**config.mk**
```make
export PLATFORM = sky130hd
export DESIGN_NAME = i2c_controller
export DESIGN_NICKNAME = d
export VERILOG_FILES = /design/src/rtl/i2c_controller.sv
export SDC_FILE = /design/constraint.sdc
export NUM_CORES = 1
export LEC_CHECK = 0
export BUFFER_PORTS_ARGS = -buffer_cell sky130_fd_sc_hd__buf_4
export CELL_PAD_IN_SITES_DETAIL_PLACEMENT = 1
export CELL_PAD_IN_SITES_GLOBAL_PLACEMENT = 1
export CORE_ASPECT_RATIO = 1.75
export CORE_MARGIN = 2
export CORE_UTILIZATION = 40
export DETAILED_ROUTE_END_ITERATION = 6
export PLACE_DENSITY_LB_ADDON = 0.2
export SETUP_SLACK_MARGIN = 0.4
export SYNTH_ARGS = -nofsm -noshare
export SYNTH_HDL_FRONTEND = slang
export SYNTH_SLANG_ARGS = --single-unit
```
**constraint.sdc**
```tcl
create_clock -name clk -period 2.9 [get_ports clk]
set_clock_uncertainty 0.15 [all_clocks]
set_input_delay 0.87 -clock clk [delete_from_list [all_inputs] [get_ports clk]]
set_output_delay 0.87 -clock clk [all_outputs]
set_load 0.005 [all_outputs]
```
**src/rtl/i2c_controller.sv**
```systemverilog
// ---------------------------------------------------------------------------
// i2c_controller
//
// Single-master I2C controller. Each bus bit is four quarters of CLK_DIV
// system clocks: SCL is low in Q0-Q1 and high in Q2-Q3. The controller
// changes SDA only when a new bit begins (start of Q0). It samples SDA on
// the last clock of Q2. The only exceptions are the START and STOP
// conditions, which move SDA while SCL is high. There is no clock
// stretching, so SCL is always driven.
//
// Parameters
//   CLK_DIV    system clocks per SCL quarter-period (>= 2)
//
// Ports
//   clk        system clock
//   reset      synchronous, active-high reset
//   start      one-cycle request to begin a transaction (ignored while busy)
//   addr       7-bit target address
//   is_read    1 = read transaction, 0 = write transaction
//   num_bytes  data byte count, 0 = address-only probe
//   tx_data    next byte to write; latched when tx_take pulses
//   tx_take    one-cycle pulse in the cycle a write byte's first bit begins
//   rx_data    last received byte
//   rx_valid   one-cycle pulse when rx_data is new
//   busy       transaction in progress
//   done       one-cycle pulse at the end of a transaction
//   nack       last transaction aborted on a missing ACK; held until next start
//   scl_o      SCL drive value
//   sda_i      SDA bus level
//   sda_o      SDA drive value
//   sda_e      SDA drive enable (0 = released to the pull-up)
// ---------------------------------------------------------------------------
`timescale 1ns / 1ps

module i2c_controller #(
    parameter int CLK_DIV = 16
) (
    input  logic       clk,
    input  logic       reset,
    input  logic       start,
    input  logic [6:0] addr,
    input  logic       is_read,
    input  logic [7:0] num_bytes,
    input  logic [7:0] tx_data,
    output logic       tx_take,
    output logic [7:0] rx_data,
    output logic       rx_valid,
    output logic       busy,
    output logic       done,
    output logic       nack,
    output logic       scl_o,
    input  logic       sda_i,
    output logic       sda_o,
    output logic       sda_e
);

    localparam int              QW     = $clog2(CLK_DIV);
    localparam logic [QW-1:0]   Q_LAST = QW'(CLK_DIV - 1);

    typedef enum logic [3:0] {
        IDLE,
        START,
        ADDR,
        ADDR_ACK,
        WRITE,
        WRITE_ACK,
        READ,
        READ_ACK,
        STOP
    } state_t;

    state_t          r_state;
    state_t          w_next_state;

    // Bit timing
    logic [QW-1:0]   r_qcnt;        // clock within the current quarter
    logic [2:0]      r_quarter;     // quarter within the current bit (STOP uses 0..4)
    logic [2:0]      r_bit;         // bit index within a byte
    logic [2:0]      w_quarter_last;
    logic            w_q_end;
    logic            w_bit_end;
    logic            w_sample_tick;
    logic            w_scl_high;

    // Transaction datapath
    logic [7:0]      r_shift;       // outgoing byte (MSB on the bus) or incoming byte
    logic [7:0]      r_count;       // data bytes still to transfer
    logic            r_rd;
    logic            r_sample;      // SDA level taken on the last clock of Q2
    logic            r_rx_pend;
    logic [7:0]      r_rx_data;
    logic            r_rx_valid;
    logic            r_tx_take;
    logic            r_done;
    logic            r_nack;
    logic            w_more;

    // Bus drive decode
    logic            w_scl;
    logic            w_sda_o;
    logic            w_sda_e;
    logic            w_busy;

    // The STOP bit carries a fifth quarter of bus idle after SDA is released.
    assign w_quarter_last = (r_state == STOP) ? 3'd4 : 3'd3;
    assign w_q_end        = (r_qcnt == Q_LAST);
    assign w_bit_end      = w_q_end && (r_quarter == w_quarter_last);
    assign w_sample_tick  = w_q_end && (r_quarter == 3'd2);
    assign w_scl_high     = (r_quarter >= 3'd2);
    assign w_more         = (r_count != 8'd0);

    // -----------------------------------------------------------------------
    // State register
    // -----------------------------------------------------------------------
    always_ff @(posedge clk) begin
        if (reset) begin
            r_state <= IDLE;
        end else begin
            // NOTE: state is updated with <= so every flop samples the
            // pre-edge values of its neighbours, exactly like the hardware.
            r_state <= w_next_state;
        end
    end

    // -----------------------------------------------------------------------
    // Next state and bus drive
    // -----------------------------------------------------------------------
    always_comb begin
        // NOTE: everything this block writes gets a default first, so no
        // branch can leave a value unassigned and infer a latch.
        w_next_state = r_state;
        w_scl        = w_scl_high;
        w_sda_o      = 1'b1;
        w_sda_e      = 1'b0;
        w_busy       = 1'b1;

        case (r_state)
            IDLE: begin
                w_scl  = 1'b1;
                w_busy = 1'b0;
                if (start) begin
                    w_next_state = START;
                end
            end

            START: begin
                // SCL stays high the whole bit; SDA falls halfway through.
                w_scl = 1'b1;
                if (r_quarter >= 3'd2) begin
                    w_sda_e = 1'b1;
                    w_sda_o = 1'b0;
                end
                if (w_bit_end) begin
                    w_next_state = ADDR;
                end
            end

            ADDR: begin
                w_sda_e = 1'b1;
                w_sda_o = r_shift[7];
                if (w_bit_end && (r_bit == 3'd7)) begin
                    w_next_state = ADDR_ACK;
                end
            end

            ADDR_ACK: begin
                if (w_bit_end) begin
                    if (r_sample || !w_more) begin
                        w_next_state = STOP;
                    end else if (r_rd) begin
                        w_next_state = READ;
                    end else begin
                        w_next_state = WRITE;
                    end
                end
            end

            WRITE: begin
                w_sda_e = 1'b1;
                w_sda_o = r_shift[7];
                if (w_bit_end && (r_bit == 3'd7)) begin
                    w_next_state = WRITE_ACK;
                end
            end

            WRITE_ACK: begin
                if (w_bit_end) begin
                    w_next_state = (!r_sample && w_more) ? WRITE : STOP;
                end
            end

            READ: begin
                if (w_bit_end && (r_bit == 3'd7)) begin
                    w_next_state = READ_ACK;
                end
            end

            READ_ACK: begin
                // The counter was already decremented for this byte, so a
                // non-zero count means another byte follows: ACK it.
                if (w_more) begin
                    w_sda_e = 1'b1;
                    w_sda_o = 1'b0;
                end
                if (w_bit_end) begin
                    w_next_state = w_more ? READ : STOP;
                end
            end

            STOP: begin
                // SDA held low through Q0-Q3, released for the idle quarter.
                if (r_quarter != 3'd4) begin
                    w_sda_e = 1'b1;
                    w_sda_o = 1'b0;
                end
                if (w_bit_end) begin
                    w_next_state = IDLE;
                end
            end

            default: begin
                w_next_state = IDLE;
            end
        endcase
    end

    // -----------------------------------------------------------------------
    // Bit timing and datapath
    // -----------------------------------------------------------------------
    always_ff @(posedge clk) begin
        if (reset) begin
            // NOTE: every register here is cleared on reset (not only the
            // control state) so a transaction cut short leaves no stale
            // byte, count or pulse behind.
            r_qcnt     <= '0;
            r_quarter  <= 3'd0;
            r_bit      <= 3'd0;
            r_shift    <= 8'd0;
            r_count    <= 8'd0;
            r_rd       <= 1'b0;
            r_sample   <= 1'b0;
            r_rx_pend  <= 1'b0;
            r_rx_data  <= 8'd0;
            r_rx_valid <= 1'b0;
            r_tx_take  <= 1'b0;
            r_done     <= 1'b0;
            r_nack     <= 1'b0;
        end else begin
            r_tx_take  <= 1'b0;
            r_rx_valid <= 1'b0;
            r_done     <= 1'b0;

            // Quarter counter runs only while a transaction is active.
            if (r_state == IDLE) begin
                r_qcnt    <= '0;
                r_quarter <= 3'd0;
            end else if (w_q_end) begin
                r_qcnt    <= '0;
                r_quarter <= w_bit_end ? 3'd0 : r_quarter + 3'd1;
            end else begin
                r_qcnt <= r_qcnt + QW'(1);
            end

            if ((r_state == IDLE) && start) begin
                r_shift <= {addr, is_read};
                r_rd    <= is_read;
                r_count <= num_bytes;
                r_nack  <= 1'b0;
            end

            // A received byte is published one clock after its 8th sample.
            if (r_rx_pend) begin
                r_rx_data  <= r_shift;
                r_rx_valid <= 1'b1;
                r_rx_pend  <= 1'b0;
            end

            if (w_sample_tick) begin
                r_sample <= sda_i;
                if (r_state == READ) begin
                    r_shift   <= {r_shift[6:0], sda_i};
                    r_rx_pend <= (r_bit == 3'd7);
                end
            end

            if (w_bit_end) begin
                r_bit <= (w_next_state == r_state) ? r_bit + 3'd1 : 3'd0;

                if ((w_next_state == WRITE) && (r_state != WRITE)) begin
                    // First bit of a new write byte begins this cycle.
                    r_shift   <= tx_data;
                    r_tx_take <= 1'b1;
                end else if ((r_state == ADDR) || (r_state == WRITE)) begin
                    r_shift <= {r_shift[6:0], 1'b0};
                end

                if (((r_state == WRITE) || (r_state == READ)) &&
                    (r_bit == 3'd7) && w_more) begin
                    r_count <= r_count - 8'd1;
                end

                if (((r_state == ADDR_ACK) || (r_state == WRITE_ACK)) && r_sample) begin
                    r_nack <= 1'b1;
                end

                if (r_state == STOP) begin
                    r_done <= 1'b1;
                end
            end
        end
    end

    assign scl_o    = w_scl;
    assign sda_o    = w_sda_o;
    assign sda_e    = w_sda_e;
    assign busy     = w_busy;
    assign tx_take  = r_tx_take;
    assign rx_data  = r_rx_data;
    assign rx_valid = r_rx_valid;
    assign done     = r_done;
    assign nack     = r_nack;

endmodule

```
Word-level counts from Yosys, hierarchy flattened. Cells that the tools add are included.

Flip-flop bits (word level): 45. Input port bits: 28. Word-level logic and storage cells: 103.

Add/subtract/negate cells: 4. Bitwise gates (word level): 3. $lt $le $gt $ge: 1. Reductions and logical operators: 23. Equality and inequality tests: 16. Multiplexer cells: 42.

Operators by type and width (number): $mux W8 (9); $mux W4 (12); $pmux W4 S9 (1); $eq A4 B3 Y1 const B (5); $mux W1 (14); $logic_and A1 B1 Y1 (9); $mux W3 (3); $eq A4 B2 Y1 const B (2); $eq A4 B4 Y1 const B (2); $pmux W1 S4 (2); $reduce_bool A8 Y1 (1); $reduce_or A2 Y1 (4); $sub A8 B1 Y8 const B (1); $add A3 B1 Y3 const B (2); $reduce_or A3 Y1 (2); $add A4 B1 Y4 const B (1); $eq A4 B1 Y1 const B (1); $eq A4 B4 Y1 (1); $logic_not A4 Y1 (1); $logic_or A1 B1 Y1 (4); $ne A4 B3 Y1 const B (1); $eq A3 B2 Y1 const B (1); $eq A3 B3 Y1 (1); $eq A3 B3 Y1 const B (1); 5 further kinds (8).

Depth between registers and ports, before layout. Gate-level depths: netlist of run 1.

Depth in word-level cells: 11. Mapped depth: 9. Depth with buffers taken out: 8.

Worst setup path before layout of run 1. Ideal clock, no wire load.

Path type: flip-flop to output port. Start: register r_count[0]. End: output port sda_o. Data arrival time: 1576 ps. Setup slack: 304 ps. Data required time: 1880 ps. Buffers on the path: 0. Cell stages (with the launch flop): 9. Path through: dfxtp_1 > inv_1 > ha_1 > nor2b_1 > nand3_1 > nand3_1 > a311o_1 > a32oi_1 > nand2_1.

Longest elaborated chain between the ends: 3.

Ends and longest elaborated chain: start: declaration (line 87) `logic [7:0] r_count;`; start signal: assignment (line 267) `r_count <= num_bytes;`; start signal: assignment (line 299) `r_count <= r_count - 8'd1;`; $reduce_bool A8 Y1 (line 110) `assign w_more = (r_count != 8'd0);`; $mux W1 (line 201) `if (w_more) begin`; $pmux W1 S4 (line 137) `case (r_state)`; end: declaration (line 53) `output logic sda_o,`.

No other way between the ends.

Worst setup path after layout of run 1. Same ends and word-level chain as after synthesis.

==> run summary, run 1 <==
Sequential area share after synthesis: 0.374
Clock Pin Slew Worst Setup and Hold Paths: 0.09 ns
Post-Route WL: 7670 um
Layout Cell Area excl Fill: 0.00321 mm2
Clock sinks: 45
Vias/cell: 5.65
Syn nets: 314
Post-route ant nets: 0
Die Span Y: 107 um
Dominant cells by area after synthesis: dfxtp_1, mux2i_1, nor2_1
EDFF count, synth: 0
Initial antenna violation count: 0
Post-Syn Instances: 279
Slew @ Worst Pin: 0.597 ns
Distinct cells, synth: 58
Diode count: 0
YS warnings: 0
Non-Filler Instances: 418
Final Critical Period: 2.88 ns
Setup crit end kind: primary output
Fill cells: 718
Global-route wire length before repair: 11800 um
Critical Path RT: 1.88 ns
Leakage: 1.27 nW
H-tree level count: 2
TritonCTS clock tree: yes
WHS Path Cells: 1
Crit-path max FO: 2
RePlAce Congestion: 0.868
Die width: 62.6 um
HP Start: r_bit[2]$_SDFFE_PP0N_
Layout cells sized above 1: 0.332
IO Port Bufs: 43
Placed cell count: 396
RSZ-0062 raised after global routing: true
Starting DRT DRC Count: 108
Mapped Area: 0.00241 mm2
R2R Path Start: r_state[0]$_SDFF_PP0_
Clk root buf: clkbuf_8
Ys flop type: dfxtp_1
WP data arrival: 1.86 ns
Wire per inst: 18.3 um
Max clock buf depth: 2
Grt ovf: 0
Cell depth of the worst flop-to-flop path: 9
Worst Setup SP: r_count[0]$_SDFF_PP0_
Final HPWL DP: 5400 um
Kind of critical path: flop to primary output
Area of the die: 0.00668 mm2
Layout area overhead: 33.2%
Number of buffers created by CTS: 5
Post-DP Area: 0.00285 mm2
Area leader, netlist: dfxtp_1
Cell Pwr Density: 389 mW/mm2
Starting Density: 0.412
Worst-Skew Late Latency: 0.30 ns
Nets: 374
MaxCap Viol Count: 0
Std-Cell Rows: 37
Max Slew Vio Count: 0
Max Fclk: 347 MHz
HP Class: flop to flop
Worst-case vdd ir drop: 196 uV
Final Hold Viols: 0
GRT Total Usage: 0.223
Area of the core: 0.00583 mm2
DRC: 0
Setup Viol. Count Final: 0
Vias in the first global route: 2457
Status: complete, no violations
Via count: 2360
Post-Syn Area per Cell: 8.62 um2
Post-synth ARST share: 0
Largest net degree at the start of global routing: 39
Fin crit share: 0.992
First-pass DRT Iterations: 4
Worst Setup Start Kind: flop
Top-Level Pins: 44
Synth Register Bits: 45
Rel. slew slack: 0.600
Top-area cell type share of the netlist area: 0.374
-- per-layer routing --
metal	part of all wire	vias to the layer above	global-route usage
li1	-	1144	-
met1	0.38	1156	0.232
met2	0.56	43	0.432
met3	0.021	17	0.0304
met4	0.033	0	0.102
met5	0	-	0
-- placed cells by master (no fill, tap or decap), types with 3 or more instances in the layout --
master     instances
dfxtp_1           38
mux2i_1           13
and3_1             5
a2111oi_4          5
a31o_1             4
o21ai_0            9
a211oi_1           3
nand3_1            9
buf_6              3
a21oi_1           14
buf_4             65
inv_1              5
a31oi_1            3
nor3b_1            3
xor2_1             3
ha_1               5
dfxtp_2            4
nand4_1            3
dfxtp_4            3
nand2_1           24
nand3_2            3
nor2_1            33
clkbuf_8           5
nor2b_1            5
a22oi_1            4
o211ai_1           4
nor3_1             7
-- power by group --
part	leakage [nW]	switching, mW	total [mW]	internal, mW
registers	0.370	0.0203	0.654	0.634
logic	0.858	0.0970	0.194	0.0971
clock network	0.0374	0.227	0.397	0.170
total	1.27	0.344	1.25	0.901
-- stage by stage --
stage,hold slack (ns),setup slack [ns],util,total power [mW],setup TNS (ns)
global route,0.374,-0.0618,0.550,1.29,-0.0618
floorplan,0.282,0.412,-,0.760,0
finish,0.344,0.0218,0.550,1.25,0
CTS,0.329,-0.0239,0.515,1.23,-0.0239
global placement,0.304,0.220,0.488,0.827,0
detailed placement,0.315,0.173,0.488,0.831,0
-- sequential cells by signal (all words and copies together), names as in the netlist --
signal     flops
r_state        4
r_quarter      3
r_sample       1
r_count        8
nack           1
done           1
r_shift        8
r_rx_pend      1
r_qcnt         4
tx_take        1
r_rd           1
r_bit          3
rx_valid       1
rx_data        8
-- cells in the mapped netlist (2+ instances only) --
cell	n
nand4b_1	2
a22oi_1	4
o211ai_1	4
o311ai_0	2
a22o_1	2
dfxtp_1	45
nand4_1	3
nand2_1	24
nor2_1	35
buf_6	3
a2111oi_0	4
nor3b_1	3
nand2b_1	2
clkbuf_1	7
nand3b_1	2
nand3_1	12
a311oi_1	2
and3_1	6
ha_1	7
buf_2	5
o21bai_1	2
a211oi_1	3
o31ai_1	4
nor3_1	7
nor2b_1	6
and2_1	2
or3_1	2
o31a_1	2
xor2_1	3
a21oi_1	14
inv_1	6
o21ai_0	10
a31o_1	4
a31oi_1	3
mux2i_1	14
-- final cells by class --
cell class,count,area (um2),area share
Sequential cell,45,917,0.286
Clock buffer,6,72.6,0.0226
Clock inverter,2,15.0,0.00468
Multi-Input combinational cell,212,1550,0.485
Inverter,6,22.5,0.00703
Timing Repair Buffer,69,527,0.164
Tap cell,78,97.6,0.0304
-- path summary, 6_finish.rpt --
path / end / slack [ns]
hold / removal: r_bit[2]$_SDFFE_PP0N_ / 0.34
setup reg to reg: r_shift[7]$_SDFF_PP0_ / 0.42
setup / recovery: sda_o / 0.02
hold reg to reg: r_bit[2]$_SDFFE_PP0N_ / 0.34
-- repair_timing --
item | in CTS | in global routing
buffers inserted | 6 | 8
endpoints found under the hold margin | 0 | 0
resized for setup | 8 | 38
setup endpoints to repair | 12 | 24
pin swaps | 4 | 6
hold buffers | 0 | 0
-- cells by family (layout without fill, tap and decap cells) --
family          Yosys count  after routing  share of synthesized area
fa+ha+maj                 7              7                     0.0364
mux                      16             16                     0.0692
flops                    45             45                      0.374
simple gates            115            115                      0.245
buf+inv                  22             83                     0.0463
xor+xnor                  4              4                     0.0146
compound gates           70             70                      0.214
-- critical path, cell delays in order, from the launching register on --
cell	delay, ns
dfxtp_2	0.34
inv_1	0.06
ha_4	0.16
nor2b_4	0.12
nand3_2	0.08
nand3_2	0.06
a311o_1	0.33
a32oi_2	0.20
nand2_1	0.08
buf_4	0.14
Power figures use the tool's default switching activity.
==> run 2: changes to the inputs <==
- PLACE_DENSITY: not set -> 0.84
- PLACE_DENSITY_LB_ADDON: 0.2 -> not set
==> run summary, run 2 (same netlist as run 1, synthesis figures left out) <==
Critical Path RT: 1.88 ns (about the same)
Vias in the first global route: 2572 (+4.7%)
Initial antenna violation count: 0 (unchanged)
Met1 wire length: 3230 um (+9.4%)
Die width: 62.6 um (unchanged)
Top-Level Pins: 44 (unchanged)
HP Class: flop to flop
Final HPWL DP: 5210 um (-3.5%)
Cell Pwr Density: 377 mW/mm2 (-3.0%)
Detail Route met3 WL: 265 um (+67%)
Global-route wire length before repair: 12000 um (+2.2%)
H-tree level count: 2 (unchanged)
Status: finished with violations
Kind of critical path: flop to primary output
Final Critical Period: 3.01 ns (+0.127 ns)
Sum Neg Setup Slack: -0.151 ns (-0.151 ns)
Crit-path max FO: 2 (unchanged)
GRT Total Usage: 0.225 (+0.00214)
Worst-case vdd ir drop: 323 uV (+65%)
Setup crit end kind: primary output
RSZ-0062 raised after global routing: true
Via count: 2494 (+5.7%)
Diode count: 0 (unchanged)
Clock Pin Slew Worst Setup and Hold Paths: 0.10 ns (about the same)
Layout cells sized above 1: 0.374 (+0.0412)
Setup Viol. Count Final: 2 (+2)
Wire per inst: 20.3 um (+10%)
Fill cells: 703 (-2.1%)
Max Slew Vio Count: 0 (unchanged)
Pwr Total: 1.26 mW (+1.4%)
Post-Route WL: 8630 um (+13%)
WHS Path Cells: 2 (+1)
Final Hold Viols: 0 (unchanged)
Clock sinks: 45 (unchanged)
Layout area overhead: 39.2%
Starting Density: 0.412 (unchanged)
Number of buffers created by CTS: 5 (unchanged)
MaxCap Viol Count: 0 (unchanged)
TritonCTS clock tree: yes
Commonest non-fill, non-tap cells in the layout: buf_4, dfxtp_1, nor2_1, nand2_1
Rel. slew slack: 0.630 (+0.0302)
Area of the core: 0.00583 mm2 (unchanged)
IO Port Bufs: 43 (unchanged)
Max Fclk: 333 MHz (-4.2%)
Slew @ Worst Pin: 0.554 ns (-0.0432 ns)
Starting DRT DRC Count: 78 (-28%)
Cell depth of the worst flop-to-flop path: 10 (+1)
Worst-Skew Late Latency: 0.31 ns (about the same)
Worst Setup Start Kind: flop
Commonest non-fill, non-tap cell in the layout: buf_4
Grt ovf: 0 (unchanged)
Setup ws final: -0.105 ns (-0.127 ns)
Area of the die: 0.00668 mm2 (unchanged)
Leakage: 1.33 nW (+5.4%)
Met2 routed WL: 4740 um (+10%)
Largest net degree at the start of global routing: 39 (unchanged)
Fin crit share: 1.04 (+0.0439)
Hold WS: 0.329 ns (-0.0156 ns)
DRC: 0 (unchanged)
Uppermost layer routed: met4
Clk root buf: clkbuf_8
WP data arrival: 1.99 ns (+0.13 ns)
Std-Cell Rows: 37 (unchanged)
Die Span Y: 107 um (unchanged)
Layout Cell Area excl Fill: 0.00335 mm2 (+4.5%)
Failing checks: setup timing
Final Util: 0.574 (+0.0247)
Post-DP Area: 0.00284 mm2 (-0.26%)
Vias/cell: 5.85 (+3.7%)
CTS Hold Buffers Added: 0 (unchanged)
Post-route ant nets: 0 (unchanged)
First-pass DRT Iterations: 4 (unchanged)
Max clock buf depth: 2 (unchanged)
Nets: 382 (+2.1%)
RePlAce Congestion: 0.872 (+0.44%)
[run 2: repair_timing]
| action | CTS | global route |
|---|---|---|
| pin swaps | 8 | 16 |
| setup endpoints to repair | 22 | 20 |
| setup buffers | 7 | 15 |
| cloned | 0 | 1 |
| gates resized for setup | 23 | 37 |
[run 2: power breakdown]
part / internal (mW) / total, mW / switching (mW)
Clock: 0.171 / 0.403 / 0.232
Sequential: 0.634 / 0.655 / 0.0208
Combinational: 0.101 / 0.205 / 0.104
[run 2: area by class of cell]
cell class,count,area (um2),share of cell area
Timing Repair Buffer,77,601,0.179
Multi-Input combinational cell,212,1620,0.485
Tap cell,78,97.6,0.0291
Sequential cell,45,913,0.273
Clock inverter,3,22.5,0.00672
Inverter,6,22.5,0.00672
Clock buffer,5,68.8,0.0205
[run 2: routing by layer]
layer | GRT usage | vias to the layer above
met3 | 0.0357 | 24
met2 | 0.421 | 70
met1 | 0.232 | 1240
met5 | 0 | -
met4 | 0.130 | 0
li1 | - | 1160
[run 2: path summary, 6_finish.rpt]
check | start | end | slack, ns
worst max-delay path | r_count[0]$_SDFF_PP0_ | sda_o | -0.11
worst min-delay path | r_count[7]$_SDFF_PP0_ | r_count[7]$_SDFF_PP0_ | 0.33
worst max register to register | r_state[2]$_SDFF_PP0_ | r_shift[3]$_SDFF_PP0_ | 0.15
worst min register to register | r_count[7]$_SDFF_PP0_ | r_count[7]$_SDFF_PP0_ | 0.33
[run 2: metrics by stage]
stage          setup WS [ns]  instances
3_3_place_gp           0.222        395
3_5_place_dp           0.171        395
5_1_grt               -0.161        426
6_report              -0.105        426
2_1_floorplan          0.412        279
4_1_cts             -0.00363        410
[run 2: worst max-delay path, stage by stage (launching register included)]
cell     delay, ns
dfxtp_2       0.35
inv_2         0.05
ha_4          0.15
nor2b_4       0.12
nand3_2       0.09
nand3_2       0.10
a311o_1       0.37
a32oi_2       0.24
nand2_1       0.08
buf_4         0.14
==> run 3: changes to the inputs <==
--- a/config.mk
+++ b/config.mk
@@ -11,3 +11,2 @@
 export CORE_ASPECT_RATIO = 1.75
-export CORE_MARGIN = 2
 export CORE_UTILIZATION = 40
--- a/constraint.sdc
+++ b/constraint.sdc
@@ -4,2 +4,2 @@
 set_output_delay 0.87 -clock clk [all_outputs]
-set_load 0.005 [all_outputs]
+set_load 0.1 [all_outputs]
==> run summary, run 3 (same netlist as run 1, synthesis figures left out) <==
Diode count: 0 (unchanged)
Die Span Y: 105 um (-1.9%)
Failing checks: setup timing
Commonest non-fill, non-tap cells in the layout: buf_4, dfxtp_1, nor2_1, nand2_1, mux2i_1
Vias in the first global route: 2630 (+2.3%)
Multi-input gate area: 0.00166 mm2 (+2.0%)
Register area: 915 um2 (+0.14%)
Clock sinks: 45 (unchanged)
Setup crit end kind: primary output
Setup slack, reg-to-reg: -0.07 ns (-0.22 ns)
Post-route ant nets: 0 (unchanged)
DP Worst Slack: 0.0873 ns (-0.0840 ns)
R2R Path Start: r_state[0]$_SDFF_PP0_
HP Class: flop to flop
WHS Path Cells: 2 (unchanged)
Max Fclk: 329 MHz (-1.2%)
Final HPWL DP: 5320 um (+2.1%)
DRC: 0 (unchanged)
Layout Cell Area excl Fill: 0.00359 mm2 (+7.1%)
Comb power frac: 0.205 (+0.043)
Setup ws final: -0.140 ns (-0.0350 ns)
Post-DP Area: 0.00294 mm2 (+3.4%)
Layout area overhead: 49.1%
Reg2reg end: r_shift[4]$_SDFF_PP0_
Wire per inst: 22.4 um (+11%)
TritonCTS clock tree: yes
Global-route wire length before repair: 12500 um (+4.4%)
Std-Cell Rows: 37 (unchanged)
RSZ-0062 raised after global routing: true
Rel. slew slack: 0.624 (-0.00637)
Largest net degree at the start of global routing: 39 (unchanged)
Clk pwr share: 0.316 (-0.003)
Vias/cell: 6.01 (+2.6%)
Kind of critical path: flop to primary output
Fill cells: 697 (-0.85%)
Post-Route WL: 9850 um (+14%)
Starting Density: 0.412 (unchanged)
Max clock buf depth: 2 (unchanged)
Cell Pwr Density: 381 mW/mm2 (+1.0%)
Critical Path RT: 1.88 ns (about the same)
Sum Neg Setup Slack: -0.341 ns (-0.190 ns)
Switch share: 0.313 (+0.0304)
RePlAce Congestion: 0.861 (-1.3%)
Via count: 2643 (+6.0%)
Worst Setup Start Kind: flop
First-pass DRT Iterations: 5 (+1)
Area of the core: 0.00583 mm2 (unchanged)
Hold EP: r_count[7]$_SDFF_PP0_
Status: finished with violations
Final Critical Period: 3.04 ns (+0.0350 ns)
Die width: 60.6 um (-3.2%)
Worst-case vdd ir drop: 425 uV (+32%)
Commonest non-fill, non-tap cell in the layout: buf_4
Cell depth of the worst flop-to-flop path: 12 (+2)
GRT Total Usage: 0.265 (+0.0402)
Internal: 0.940 mW (+3.7%)
HP Start: r_count[7]$_SDFF_PP0_
Max Slew Vio Count: 0 (unchanged)
Final Hold Viols: 0 (unchanged)
Top-Level Pins: 44 (unchanged)
Number of buffers created by CTS: 5 (unchanged)
Clock Pin Slew Worst Setup and Hold Paths: 0.10 ns (about the same)
Layout cells sized above 1: 0.417 (+0.0436)
Crit-path max FO: 2 (unchanged)
Initial antenna violation count: 0 (unchanged)
MaxCap Viol Count: 0 (unchanged)
WP data arrival: 2.02 ns (+0.03 ns)
Area of the die: 0.00634 mm2 (-5.0%)
Clk root buf: clkbuf_8
Pwr Total: 1.37 mW (+8.3%)
H-tree level count: 2 (unchanged)
Switching power: 0.428 mW (+20%)
IO Port Bufs: 43 (unchanged)
Worst-Skew Late Latency: 0.32 ns (about the same)
Fin crit share: 1.05 (+0.0121)
Leakage: 1.46 nW (+9.2%)
Seq pwr share: 0.479 (-0.040)
Nets: 396 (+3.7%)
Starting DRT DRC Count: 224 (+190%)
Setup Viol. Count Final: 3 (+1)
Grt ovf: 0 (unchanged)
Slew @ Worst Pin: 0.561 ns (+0.00770 ns)
==> run 3: layout make-up <==
class	count	area share
multi-input cells	212	0.462
inverters	6	0.00628
well taps	78	0.0272
clock buffers	5	0.0192
repair buffers	91	0.224
flip-flops and latches	45	0.255
clock inverters	3	0.00662
==> run 3: power groups by stage <==
| stage | Clock (mW) | Combinational [mW] | Sequential [mW] |
|---|---|---|---|
| after global placement | 0 | 0.200 | 0.666 |
| after CTS | 0.428 | 0.233 | 0.650 |
| final | 0.433 | 0.280 | 0.654 |
| after global routing | 0.450 | 0.294 | 0.657 |
| after detailed placement | 0 | 0.205 | 0.667 |
| after floorplan | 0 | 0.133 | 0.660 |
==> run 3: worst max-delay path, cell delays in order, from the launching register on <==
cell and delay (ns):
dfxtp_2 0.35, inv_2 0.04, ha_4 0.16, nor2b_4 0.13
nand3_2 0.10, nand3_2 0.06, a311o_1 0.33, a32oi_4 0.28
buf_8 0.24
==> run 3: through the flow <==
| step | util | hold slack [ns] | cells |
|---|---|---|---|
| 3_3_place_gp | 0.504 | 0.299 | 400 |
| 6_report | 0.615 | 0.342 | 440 |
| 4_1_cts | 0.567 | 0.321 | 426 |
| 5_1_grt | 0.615 | 0.377 | 440 |
| 2_1_floorplan | - | 0.282 | 279 |
| 3_5_place_dp | 0.504 | 0.306 | 400 |
==> run 3: timing repair <==
| action | 4_1_cts | 5_1_grt |
|---|---|---|
| pin swaps | 12 | 21 |
| resized for setup | 32 | 48 |
| setup buffers | 17 | 14 |
| gates cloned | 1 | 0 |
| hold buffers | 0 | 0 |
| endpoints found under the setup margin | 18 | 23 |
==> run 3: worst max path at each step <==
stage          depth (start not counted)                  start    end  slack (ns)
6_report                               8  r_count[0]$_SDFF_PP0_  sda_e       -0.14
5_1_grt                                8  r_count[1]$_SDFF_PP0_  sda_e       -0.20
4_1_cts                                8  r_count[1]$_SDFF_PP0_  sda_e       -0.10
3_5_place_dp                           8  r_count[0]$_SDFF_PP0_  sda_e        0.09
3_3_place_gp                           8  r_count[0]$_SDFF_PP0_  sda_e        0.11
2_1_floorplan                          8  r_count[0]$_SDFF_PP0_  sda_o       -0.25
==> run 3: layer usage <==
| layer | global-route usage | wire length (um) |
|---|---|---|
| met5 | 0 | 0 |
| met4 | 0.146 | 381 |
| met3 | 0.0384 | 378 |
| met2 | 0.479 | 5470 |
| met1 | 0.274 | 3620 |
